File: src/rtl/uart_cmd_decoder_if.sv
// uart_cmd_decoder_if: message-buffer read port plus local register-write bus
interface uart_cmd_decoder_if;
  logic        got_full_message;
  logic [7:0]  msg_len;
  logic        parity_out;
  logic [15:0] fifo_q;
  logic        msg_start;
  logic        rd_req;
  logic        wr_en;
  logic [7:0]  wr_addr;
  logic [15:0] wr_data;
  logic        wr_ready;
  modport master (
    input  got_full_message, msg_len, parity_out, fifo_q, wr_ready,
    output msg_start, rd_req, wr_en, wr_addr, wr_data
  );
  modport slave (
    output got_full_message, msg_len, parity_out, fifo_q, wr_ready,
    input  msg_start, rd_req, wr_en, wr_addr, wr_data
  );
endinterface

File: src/rtl/uart_cmd_decoder.sv
// uart_cmd_decoder: turns buffered UART messages into register writes with status and good-message count
module uart_cmd_decoder #(
  parameter int TIMEOUT_CYC = 65535,
  parameter int CNT_W = 16
) (
  input  logic             clk,
  input  logic             rst_n,
  uart_cmd_decoder_if.master bus,
  output logic             busy,
  output logic             msg_done,
  output logic [1:0]       err_code,
  output logic [CNT_W-1:0] msg_cnt
);
  localparam int TW = $clog2(TIMEOUT_CYC + 1);
  typedef enum logic [3:0] {IDLE, HDR_RQ, HDR_WT, DAT_RQ, DAT_WT, WR_HOLD, DRAIN, DONE, GUARD} state_t;
  state_t state, state_n;
  logic [7:0] len_q, len_n, words, words_n, left, left_n, cmd, cmd_n, addr, addr_n, wr_addr_n;
  logic par_q, par_n, tg, tg_n, wr_en_n, cmd_ok;
  logic [1:0] err, err_n, err_code_n;
  logic [15:0] wr_data_n;
  logic [TW-1:0] timer, timer_n;
  logic [CNT_W-1:0] msg_cnt_n;
  assign busy = state != IDLE;
  always_comb begin
    state_n = state;
    len_n = len_q;
    par_n = par_q;
    words_n = words;
    left_n = left;
    cmd_n = cmd;
    addr_n = addr;
    err_n = err;
    tg_n = 1'b0;
    timer_n = timer;
    wr_en_n = bus.wr_en;
    wr_addr_n = bus.wr_addr;
    wr_data_n = bus.wr_data;
    msg_cnt_n = msg_cnt;
    bus.msg_start = 1'b0;
    bus.rd_req = 1'b0;
    msg_done = 1'b0;
    cmd_ok = bus.fifo_q[15:8] == 8'h01 || bus.fifo_q[15:8] == 8'h02;
    case (state)
      IDLE: if (bus.got_full_message) begin
        bus.msg_start = rst_n;
        len_n = bus.msg_len;
        par_n = bus.parity_out;
        words_n = (bus.msg_len + 8'd1) >> 1;
        err_n = 2'd0;
        state_n = HDR_RQ;
      end
      HDR_RQ: begin
        bus.rd_req = len_q != 8'd0;
        err_n = len_q == 8'd0 ? 2'd2 : err;
        state_n = len_q == 8'd0 ? DONE : HDR_WT;
      end
      HDR_WT: begin
        cmd_n = bus.fifo_q[15:8];
        addr_n = bus.fifo_q[7:0];
        left_n = words - 8'd1;
        err_n = par_q ? 2'd1 : (!cmd_ok || len_q < 8'd3) ? 2'd2 : 2'd0;
        state_n = (par_q || !cmd_ok || len_q < 8'd3) ? DRAIN : DAT_RQ;
      end
      DAT_RQ: begin
        bus.rd_req = 1'b1;
        state_n = DAT_WT;
      end
      DAT_WT: begin
        // odd length: the final payload word carries only one real byte
        wr_data_n = {bus.fifo_q[15:8], (left == 8'd1 && len_q[0]) ? 8'h00 : bus.fifo_q[7:0]};
        wr_addr_n = addr;
        wr_en_n = 1'b1;
        left_n = left - 8'd1;
        timer_n = '0;
        state_n = WR_HOLD;
      end
      WR_HOLD: if (bus.wr_ready) begin
        wr_en_n = 1'b0;
        addr_n = cmd == 8'h01 ? addr + 8'd1 : addr;
        state_n = left == 8'd0 ? DONE : DAT_RQ;
      end else if (timer == TW'(TIMEOUT_CYC - 1)) begin
        wr_en_n = 1'b0;
        err_n = 2'd3;
        state_n = DRAIN;
      end else begin
        timer_n = timer + TW'(1);
      end
      DRAIN: if (left == 8'd0) begin
        state_n = DONE;
      end else if (!tg) begin
        bus.rd_req = 1'b1;
        left_n = left - 8'd1;
        tg_n = 1'b1;
      end
      DONE: begin
        msg_done = 1'b1;
        msg_cnt_n = err_code == 2'd0 ? msg_cnt + CNT_W'(1) : msg_cnt;
        state_n = GUARD;
      end
      GUARD: state_n = IDLE;
      default: state_n = IDLE;
    endcase
    err_code_n = state_n == DONE ? err_n : err_code;
  end
  always_ff @(posedge clk or negedge rst_n) begin
    if (!rst_n) begin
      state <= IDLE;
      len_q <= '0;
      par_q <= 1'b0;
      words <= '0;
      left <= '0;
      cmd <= '0;
      addr <= '0;
      err <= '0;
      tg <= 1'b0;
      timer <= '0;
      bus.wr_en <= 1'b0;
      bus.wr_addr <= '0;
      bus.wr_data <= '0;
      err_code <= '0;
      msg_cnt <= '0;
    end else begin
      state <= state_n;
      len_q <= len_n;
      par_q <= par_n;
      words <= words_n;
      left <= left_n;
      cmd <= cmd_n;
      addr <= addr_n;
      err <= err_n;
      tg <= tg_n;
      timer <= timer_n;
      bus.wr_en <= wr_en_n;
      bus.wr_addr <= wr_addr_n;
      bus.wr_data <= wr_data_n;
      err_code <= err_code_n;
      msg_cnt <= msg_cnt_n;
    end
  end
endmodule

File: src/flat_wrapper.sv
// flat-port wrapper written by rule: the top's interface ports become plain ports
module uart_cmd_decoder_flat 
#(
  parameter int TIMEOUT_CYC = 65535,
  parameter int CNT_W = 16
)
  (clk, rst_n, busy, msg_done, err_code, msg_cnt, bus_got_full_message, bus_msg_len, bus_parity_out, bus_fifo_q, bus_wr_ready, bus_msg_start, bus_rd_req, bus_wr_en, bus_wr_addr, bus_wr_data);
  uart_cmd_decoder_if bus_i ();
  input  logic clk;
  input  logic rst_n;
  output logic busy;
  output logic msg_done;
  output logic [1:0] err_code;
  output logic [CNT_W-1:0] msg_cnt;
  input wire logic [$bits(bus_i.got_full_message)-1:0] bus_got_full_message;
  input wire logic [$bits(bus_i.msg_len)-1:0] bus_msg_len;
  input wire logic [$bits(bus_i.parity_out)-1:0] bus_parity_out;
  input wire logic [$bits(bus_i.fifo_q)-1:0] bus_fifo_q;
  input wire logic [$bits(bus_i.wr_ready)-1:0] bus_wr_ready;
  output wire logic [$bits(bus_i.msg_start)-1:0] bus_msg_start;
  output wire logic [$bits(bus_i.rd_req)-1:0] bus_rd_req;
  output wire logic [$bits(bus_i.wr_en)-1:0] bus_wr_en;
  output wire logic [$bits(bus_i.wr_addr)-1:0] bus_wr_addr;
  output wire logic [$bits(bus_i.wr_data)-1:0] bus_wr_data;
  assign bus_i.got_full_message = bus_got_full_message;
  assign bus_i.msg_len = bus_msg_len;
  assign bus_i.parity_out = bus_parity_out;
  assign bus_i.fifo_q = bus_fifo_q;
  assign bus_i.wr_ready = bus_wr_ready;
  assign bus_msg_start = bus_i.msg_start;
  assign bus_rd_req = bus_i.rd_req;
  assign bus_wr_en = bus_i.wr_en;
  assign bus_wr_addr = bus_i.wr_addr;
  assign bus_wr_data = bus_i.wr_data;
  uart_cmd_decoder #(.TIMEOUT_CYC(TIMEOUT_CYC), .CNT_W(CNT_W)) u_core (.clk(clk), .rst_n(rst_n), .bus(bus_i), .busy(busy), .msg_done(msg_done), .err_code(err_code), .msg_cnt(msg_cnt));
endmodule
File: config.mk
export PLATFORM = sky130hd
export DESIGN_NAME = uart_cmd_decoder_flat
export DESIGN_NICKNAME = d
export VERILOG_FILES = /design/src/rtl/uart_cmd_decoder_if.sv /design/src/rtl/uart_cmd_decoder.sv /design/src/flat_wrapper.sv
export SDC_FILE = /design/constraint.sdc
export NUM_CORES = 1
export LEC_CHECK = 0
export CAP_MARGIN = 40
export CORE_MARGIN = 1.5
export CORE_UTILIZATION = 45
export DETAILED_ROUTE_END_ITERATION = 10
export DONT_BUFFER_PORTS = 1
export SETUP_SLACK_MARGIN = 0.3
export SYNTH_ARGS = -nofsm -noshare
export SYNTH_HDL_FRONTEND = slang
export SYNTH_SLANG_ARGS = --single-unit
File: constraint.sdc
create_clock -name clk -period 2.23 [get_ports clk]
set_input_delay 0.446 -clock clk [delete_from_list [all_inputs] [get_ports clk]]
set_output_delay 0.446 -clock clk [all_outputs]
set_load 0.1 [all_outputs]
==> run_results.csv, run 1 <==
group,metric,value,unit
yosys,synth-seq-cells,106,
floorplan,dieArea,12300,um^2
placed_design,place_ws,100,ps
pwr,leakage,3.10,nW
global_routing,grt_pass1_vias,4276,
pwr,swShare,47.7,%
yosys,ys.flop_type,"dfrtp_1",
sta,tns,-679,ps
sta,rsz0062_at_grt,"true",
placed_design,portBuffers,0,
route,wl_per_cell,16.4,um
floorplan,coreArea,11400,um^2
yosys,synth.most_common_cell,"dfrtp_1",
flow_run,cap_violations,0,
setup_path,reg2reg_to,"u_core.left[6]",
clocking,max-clock-path-buffers,2,
clocking,clock_latency,350,ps
yosys,synth-simple-area-share,22.2,%
sta,worst_pin_slew,401,ps
sta,fin_crit_sh,108,%
yosys,synthCells,523,
setup_path,cpMaxStageDelayCell,"or4_4",
global_routing,grt_usage,20.6,%
placed_design,place_hpwl,8310,um
pwr,p_clk_share,15.8,%
floorplan,die_width,111,um
clocking,cts_max_level,3,
final_layout,final_core_util,59.9,%
clocking,clockRootBuffer,"clkbuf_16",
pwr,seq_power_share,29.1,%
clocking,path_clk_slew,70,ps
route,ant_nets,0,
setup_path,reg2reg_from,"u_core.left[5]",
pwr,p_int,5.66,mW
yosys,netlist_top_cells_area,"dfrtp_1 (51%), nand2_1 (5.5%), mux2_2 (4.1%)",
setup_path,endpoint_kind,"output port",
floorplan,start_util,46.0,%
run_status,outcome,"complete, but fails checks",
route,vias,4211,
clocking,clkSinkCount,106,
setup_path,worst_ep_arrival_time,1960,ps
setup_path,cp_cell_sequence,"or4_4 > o21bai_4 > o21ai_2 > a21oi_2 > nor2_4 > buf_12",
setup_path,worstSetupPathType,"reg -> out",
yosys,syn_nets,560,
route,dr.pass1.iters,5,
yosys,synth_compound_area_share,11.4,%
final_layout,nFillCells,954,
pwr,power,10.8,mW
global_routing,grt_pass1_wl,20500,um
yosys,synth_edf_count,0,
yosys,synth.cell_area,5230,um^2
sta,finalMaxSlewViolations,0,
sta,fin_worst_skew,5.33,ps
sta,fmax,415,MHz
global_routing,antenna_found_initial,0,
setup_path,rr_worst_depth,9,
sta,period_minus_slack,2410,ps
route,vias_per_cell,5.55,
setup_path,crit_path_max_fanout,5,
sta,setup_slack,-181,ps
run_status,failed_checks,"hold timing, setup timing",
sta,final_hold_viol_count,106,
yosys,postSynthAreaPerCell,10.0,um^2
final_layout,layout.nets,649,
setup_path,critPathLaunchType,"flip-flop",
clocking,cts_buffers,9,
setup_path,slowest_delay,570,ps
route,drcViolationCount,0,
floorplan,die_h,111,um
yosys,synth-adder-area-share,1.91,%
route,wl,12400,um
final_layout,layout-area-overhead-vs-synth,30.1,%
yosys,synth_top_area_cell,"dfrtp_1",
yosys,synthDistinctLibCells,60,
yosys,synthXorXnorAreaFrac,6.36,%
setup_path,reg2reg_setup_slack,-80,ps
setup_path,worstPathRequired,1780,ps
pwr,vdd_drop_max,0.00109,V
yosys,synth_top_area_share,50.7,%
yosys,synth.mux.area_fraction,4.86,%
sta,relSlewSlack,73.2,%
final_layout,layout-drive-gt1-share,34.1,%
yosys,yosysSeqAreaShare,50.7,%
sta,setup_viol,8,
placed_design,gp_congestion,0.839,
floorplan,fp-row-count,39,
yosys,ys_warn_count,0,
yosys,synthArstFlopShare,100,%
global_routing,grt-ovfl-total,0,
route,drt-initial-drc-count,215,
final_layout,diodes,0,
global_routing,grt_start_max_net_pins,108,
yosys,synth_top_family_by_area,"simple AND/OR/NAND/NOR gates",
clocking,cts_tree,"built",
sta,holdWs,-211,ps
pwr,power_density,1590,nW/um^2
floorplan,io_pins,76,
yosys,yosys-top-cells-count,"dfrtp_1 (106), nand2_1 (76), nor2_1 (46)",
pwr,p_sw,5.17,mW
pwr,p_comb_share,55.1,%
hold_path,min_path_type,"in -> async",
==> power groups by stage <==
stage	sequential, mW	clock (mW)	combinational [mW]
after floorplan	4.80	0	2.36
after global placement	3.14	0	5.14
after detailed placement	3.18	0	5.22
after CTS	3.13	1.76	5.71
after global routing	3.24	1.83	6.36
final	3.15	1.71	5.97
==> repair_timing <==
item                                   CTS  global route
endpoints found under the hold margin  106           106
setup endpoints to repair               34            43
setup buffers                           25             8
pin swaps                               25            28
resized for setup                       37            54
==> stage by stage <==
stage               std cells  instance area [um^2]
floorplan                 523                  5280
global placement          711                  5860
detailed placement        711                  5860
CTS                       751                  6480
global route              759                  6810
finish                    759                  6810
==> layer usage <==
layer	part of all wire [%]	global-route usage, %	vias up	wire (um)
met3	5.8	6.94	11	727
li1	-	-	2011	-
met1	44	25.9	2083	5420
met4	1.2	5.38	0	151
met5	0	0	-	0
met2	49	34.1	106	6130
==> sequential cells by signal, indices dropped and copies added (netlist names), 4 cells and up <==
| signal | count |
|---|---|
| u_core.len_q | 8 |
| u_core.left | 8 |
| u_core.state | 4 |
| u_core.bus.wr_addr | 8 |
| u_core.timer | 16 |
| u_core.cmd | 8 |
| u_core.msg_cnt | 16 |
| u_core.bus.wr_data | 16 |
| u_core.words | 7 |
| u_core.addr | 8 |
==> placed cells by master (no fill, tap or decap), drive strengths merged, types with 4 or more instances in the layout <==
| cell type | instances |
|---|---|
| a21oi | 20 |
| a22o | 9 |
| a31oi | 5 |
| and2 | 5 |
| and3 | 7 |
| buf | 97 |
| clkbuf | 11 |
| dfrtp | 106 |
| ha | 8 |
| inv | 13 |
| mux2 | 21 |
| nand2 | 76 |
| nand2b | 8 |
| nand3 | 26 |
| nand4 | 10 |
| nor2 | 46 |
| nor2b | 4 |
| nor3 | 13 |
| nor3b | 4 |
| nor4 | 9 |
| o21ai | 34 |
| o22a | 4 |
| or4 | 4 |
| xnor2 | 20 |
| xor2 | 18 |
==> area by class of cell <==
class	instances	area (um^2)	share of cell area (%)
multi-input combinational	385	2800	41.2
timing repair buffer	97	795	11.7
tap	143	179	2.63
clock buffer	11	243	3.57
sequential	106	2660	39.1
clock inverter	4	76.3	1.12
inverter	13	48.8	0.717
==> worst max-delay path, delay by kind of cell (launching register included) <==
kind / cells / cell delay [ps]
AO/OA/AOI/OAI: 3 / 410
buffers and inverters: 1 / 160
flip-flops: 1 / 430
AND/OR/NAND/NOR: 2 / 620
==> worst max path at each step <==
stage	from	endpoint	slack, ps	cells past startpoint
3_5_place_dp	u_core.left[1]	u_core.left[6]	100	8
4_1_cts	u_core.left[0]	bus_rd_req	-230	8
5_1_grt	u_core.left[5]	bus_rd_req	-270	6
3_3_place_gp	u_core.left[1]	bus_rd_req	130	8
6_report	u_core.left[5]	bus_rd_req	-180	6
2_1_floorplan	u_core.state[3]	u_core.msg_cnt[12]	70	6
==> cells by family after synthesis <==
kind of cell | after synthesis
compound gates | 91
xor+xnor | 38
fa+ha+maj | 8
buf+inv | 32
flops | 106
mux | 22
simple gates | 226
Note: power is estimated with default switching activity, not from simulation.
==> inputs of run 2 (changes only) <==
- ABC_CLOCK_PERIOD_IN_PS: default -> 2230
==> results of run 2 <==
No change in the layout: final DEF, timing and power equal those of run 1.
